===== config.mk =====
export PLATFORM = sky130hd
export DESIGN_NAME = sfifo_rd_stream
export DESIGN_NICKNAME = d
export VERILOG_FILES = /design/src/rtl/sfifo_rd_stream.sv
export SDC_FILE = /design/constraint.sdc
export NUM_CORES = 1
export LEC_CHECK = 0
export CORE_MARGIN = 2
export CORE_UTILIZATION = 40
export DETAILED_ROUTE_END_ITERATION = 10
export GPL_TIMING_DRIVEN = 0
export PLACE_DENSITY = 0.7
export SYNTH_ARGS = -nofsm -noshare
export SYNTH_HDL_FRONTEND = slang
export SYNTH_SLANG_ARGS = --single-unit
export TNS_END_PERCENT = 10

===== constraint.sdc =====
create_clock -name clk -period 2.8 [get_ports clk]
set_input_delay 0.56 -clock clk [delete_from_list [all_inputs] [get_ports clk]]
set_output_delay 0.56 -clock clk [all_outputs]
set_load 0.05 [all_outputs]

===== src/rtl/sfifo_rd_stream.sv =====
// Pop stage for sfifo: issues credit-limited pops, absorbs the FIFO read latency in a
// small circular skid buffer and presents a valid/ready stream at one beat per cycle.
module sfifo_rd_stream #(
  parameter int unsigned FIFO_W   = 32,
  parameter int unsigned FIFO_DLY = 0,
  parameter int unsigned BUF_D    = FIFO_DLY + 2,
  parameter int unsigned BUF_A    = $clog2(BUF_D + 1)
) (
  input  logic              clk,
  input  logic              rst,
  output logic              fifo_re,
  input  logic [FIFO_W-1:0] fifo_rd,
  input  logic              fifo_empt,
  input  logic              fifo_udf,
  output logic              fifo_fsh,
  input  logic              flush,
  output logic              m_valid,
  output logic [FIFO_W-1:0] m_data,
  input  logic              m_ready,
  output logic [BUF_A-1:0]  buf_cnt,
  output logic              err_udf
);

  localparam int unsigned PtrW = (BUF_D > 1) ? $clog2(BUF_D) : 1;

  logic [FIFO_W-1:0] mem_q [BUF_D];
  logic [PtrW-1:0]   rd_ptr_q, wr_ptr_q;
  logic [BUF_A-1:0]  cnt_q;
  logic [BUF_A-1:0]  infl;
  logic              land;
  logic              xfer;
  logic              err_q;

  function automatic logic [PtrW-1:0] nxt_ptr(input logic [PtrW-1:0] p);
    return (p == PtrW'(BUF_D - 1)) ? '0 : p + 1'b1;
  endfunction

  // Credit covers both buffered words and pops whose data is still in the FIFO pipe.
  assign fifo_re  = !rst && !flush && !fifo_empt && ((cnt_q + infl) < BUF_A'(BUF_D));
  assign fifo_fsh = flush && !rst;
  assign m_valid  = (cnt_q != '0) && !flush;
  assign m_data   = mem_q[rd_ptr_q];
  assign xfer     = m_valid && m_ready;
  assign buf_cnt  = cnt_q;
  assign err_udf  = err_q;

  if (FIFO_DLY == 0) begin : g_nodly
    assign land = fifo_re;
    assign infl = '0;
  end else begin : g_dly
    logic [FIFO_DLY-1:0] trk_q;

    always_ff @(posedge clk or posedge rst) begin
      if (rst) begin
        trk_q <= '0;
      end else if (flush) begin
        trk_q <= '0;
      end else begin
        trk_q <= (trk_q << 1) | FIFO_DLY'(fifo_re);
      end
    end

    assign land = trk_q[FIFO_DLY-1];
    assign infl = BUF_A'($countones(trk_q));
  end

  always_ff @(posedge clk or posedge rst) begin
    if (rst) begin
      rd_ptr_q <= '0;
      wr_ptr_q <= '0;
      cnt_q    <= '0;
      for (int i = 0; i < BUF_D; i++) mem_q[i] <= '0;
    end else if (flush) begin
      // Landing data of pops issued before the flush is dropped here.
      rd_ptr_q <= '0;
      wr_ptr_q <= '0;
      cnt_q    <= '0;
    end else begin
      if (land) begin
        mem_q[wr_ptr_q] <= fifo_rd;
        wr_ptr_q        <= nxt_ptr(wr_ptr_q);
      end
      if (xfer) rd_ptr_q <= nxt_ptr(rd_ptr_q);
      cnt_q <= cnt_q + BUF_A'(land) - BUF_A'(xfer);
    end
  end

  always_ff @(posedge clk or posedge rst) begin
    if (rst) begin
      err_q <= 1'b0;
    end else if (fifo_udf) begin
      err_q <= 1'b1;
    end
  end

  buf_cnt_bound: assert property (@(posedge clk) disable iff (rst) cnt_q <= BUF_A'(BUF_D));

endmodule


==> summary.md <==
## Power and ir drop
• maximum vdd drop: 409.0 uV
• switching power summed over all nets: 0.001191 W
• register share of total power: 0.404
• static leakage: 1.854 nW
• power per cell area: 812.8 nW/um^2
• combinational fraction of design power: 0.369
• clock group share of total power: 0.227
• cell internal pwr: 0.002110 W
• net switching share of the total power: 0.3608

## Setup path
• Worst setup SP type: primary input
• slack of the worst reg-to-reg path: 0.94 ns
• cell seen most often among critical-path stages: sky130_fd_sc_hd__clkdlybuf4s50_1
• worst reg2reg endpoint: mem_q[46]
• kind of capture point of the worst setup path: output port
• Reg2Reg Launch Point: buf_cnt[1]
• Crit path buffers/inverters: 2
• Worst EP arrival: 2.18 ns
• largest driver fanout on the critical path: 7
• Critical Path Max Stage Delay: 0.81 ns
• type of the worst setup path: in -> out
• path depth of the worst reg2reg path: 5
• cell type group with the largest total delay on the critical path: buffers and inverters
• number of cells on the critical path: 3
• Critical Path RT: 2.24 ns
• slowest cell on the critical path: sky130_fd_sc_hd__clkdlybuf4s50_1
• ordered cell list for the critical path: clkdlybuf4s50_1 -> nor2b_1 -> clkdlybuf4s50_1

## Yosys
• total standard cell area after synthesis: 3037 um^2
• mux share of post-synthesis cell area: 0.3597
• synthesized-area fraction occupied by and/or/nand/nor cells: 0.02555
• Post-synth top cells: sky130_fd_sc_hd__dfrtp_1 (69), sky130_fd_sc_hd__mux2_2 (65), sky130_fd_sc_hd__mux2_1 (32)
• most frequent cell after synthesis: sky130_fd_sc_hd__dfrtp_1
• number of enable-type register cells in the synthesized netlist: 0
• register bit total from synthesis: 69
• share of synthesized area occupied by flip-flops and latches: 0.5686
• Post-Syn Area per Cell: 15.41 um^2
• dominant cells by area after synthesis: sky130_fd_sc_hd__dfrtp_1 (57%), sky130_fd_sc_hd__mux2_2 (24%), sky130_fd_sc_hd__mux2_1 (12%)
• post-synth net total: 237
• Yosys Warn Count: 0
• largest family of logic cells by synthesized area: multiplexers
• post-synth top area share: 0.5686
• cell type with the highest aggregate area in the netlist: sky130_fd_sc_hd__dfrtp_1
• most used flip-flop cell after synthesis: sky130_fd_sc_hd__dfrtp_1
• share of synthesized registers carrying an async set or reset: 1.000
• area share of fa/ha/maj cells after synthesis: 0.008241
• distinct cell type count after synthesis: 20
• fraction of synthesized cell area in xor and xnor cells: 0.005768
• cell count after synthesis: 197
• compound-gate portion of the synthesized area: 0.004944

## Floorplanning
• die boundary width: 91.13 um
• initial core utilization: 0.4164
• number of ports placed on the die boundary: 76
• number of standard-cell rows in the floorplan: 31
• area of the die: 8305 um^2
• placeable core region: 7292 um^2
• Die Y: 91.13 um

## Placed design
• post-detail-place hpwl: 3.917 mm
• count of buffers from port buffering: 75
• gp weighted congestion: 0.6883
• Placed Cells incl. Taps: 371

## Min path
• kind of path behind the tightest hold check: reg -> reg
• Worst Hold Path Cells: 1
• launch instance of the worst min-delay path: mem_q[35]
• hold endpoint: mem_q[35]

## Clocking
• TritonCTS Buffers: 9
• clock input transition at the sequential cells of the worst setup and hold paths: 0.06 ns
• clk_lat worst skew: 0.33 ns
• CTS max path bufs: 2
• number of sinks handled by clock tree synthesis: 69
• clk root buf: sky130_fd_sc_hd__clkbuf_8
• post-CTS repair timing setup buffer count: 0
• H-tree depth: 3
• TritonCTS clock tree: yes

## Timing
• skew final: 0.004210 ns
• sum of negative setup slack: 0 ns
• slew at the pin closest to its max-slew limit: 0.8433 ns
• final worst path period need: 2.743 ns
• worst-case hold slack: 0.4832 ns
• setup repair after global routing missed its margin: false
• max-slew violation total from the final report: 0
• maximum clock frequency: 364.5 MHz
• period utilisation layout: 0.9798
• slew margin rel.: 0.4378
• number of endpoints with negative hold slack in the final report: 0
• # setup viols final: 0

## GRT
• Tot GR Track Use: 0.1496
• antenna violations before repair: 0
• maximum number of pins on one net before global-route repair: 70
• wire length of the first global-routing pass: 9.625 mm
• vias in the first global route: 1962
• global route overflow: 0

## Cells and area
• total number of nets in the final design: 323
• final core utilization: 0.5570
• number of antenna repair diodes: 0
• area delta synth->final: 33.75%
• non-filler cells in the finished layout: 385
• share of layout cells above drive strength 1: 0.3287

## Detailed routing
• remaining routing DRC violations: 0
• DR iter-0 viols: 20
• Routed wire per std cell: 14.86 um
• drt via density: 4.816
• routed via count: 1854
• routed wire length: 5.722 mm
• Pre-Repair DR Iteration Count: 3
• number of nets with antenna violations after detailed routing: 0

## Flow run
• Max Cap Viol: 0

## Outcome
• run status: completed

[cells in the final DEF, fill, tap and decap left out, drive strengths merged]
cell type,instances
mux2,97
dfrtp,69
clkdlybuf4s50,43
dlygate4sd2,32
clkbuf,16
buf,8
nor2b,3
inv,3
and2,2
nor2,2
ha,2
nor4,1
nand2,1
o21ba,1
xor2,1
nor3,1
or2,1
xnor2,1
a21oi,1
clkinv,1
[power groups by stage]
stage / registers, W / clock network (W) / logic [W]
4_1_cts: 0.00134 / 0.000775 / 0.00124
3_5_place_dp: 0.00135 / 0 / 0.00133
3_3_place_gp: 0.00134 / 0 / 0.00132
5_1_grt: 0.00137 / 0.000822 / 0.00129
6_report: 0.00134 / 0.000748 / 0.00122
2_1_floorplan: 0.00133 / 0 / 0.000947
[registers in the layout, indices dropped and copies added, names as in the netlist]
register  flops
err_udf       1
buf_cnt       2
rd_ptr_q      1
wr_ptr_q      1
mem_q        64
[final cells by class]
class                      count  area, um^2
clock buffer                  13       178.9
tap                           99       123.9
fill                         682        3231
timing repair buffer          75       710.7
buffer                        11       75.07
clock inverter                 1       5.005
sequential                    69        1727
inverter                       3       13.76
multi-input combinational    114        1227
[metrics by stage]
step	power, W	cell area [um^2]	worst slack, ns
finish	0.003301	4061	0.05657
global route	0.003476	4061	0.0008369
detailed placement	0.002685	3914	-0.2091
CTS	0.003347	4061	0.04656
floorplan	0.002278	3037	0.4165
global placement	0.002663	3911	-0.8277
[metal layers]
metal,global-route usage,share of wire,up-vias
li1,-,-,868
met1,0.1903,0.45,933
met2,0.2370,0.49,43
met3,0.03983,0.043,10
met4,0.07197,0.019,0
met5,0,0,-
[repair_timing]
item,in CTS,in global routing
hold buffers,0,0
endpoints found under the setup margin,32,6
gates resized for setup,35,1
[worst reg2reg max path, delay by kind of cell, from the launching register on]
kind / cells / cell delay (ns)
mux: 1 / 0.34
buf+inv: 2 / 0.33
simple gates: 2 / 0.63
flops: 1 / 0.45
[worst max-delay path by stage]
stage | start | end | slack (ns)
final | flush | fifo_fsh | 0.06
after CTS | flush | fifo_fsh | 0.05
after detailed placement | flush | fifo_re | -0.21
after global placement | rst | mem_q[39] | -0.83
after global routing | rd_ptr_q | m_data[1] | 0.0008
after floorplan | buf_cnt[1] | mem_q[32] | 0.42
[cells by family (layout without fill, tap and decap cells)]
logic type / after synthesis / after routing
flip-flops: 69 / 69
multiplexers: 97 / 97
adder cells (fa/ha/maj): 2 / 2
XOR/XNOR: 2 / 2
AND/OR/NAND/NOR: 11 / 11
AO/OA/AOI/OAI: 2 / 2
buffers and inverters: 14 / 103
No activity file was read; power rests on OpenSTA's default activity.
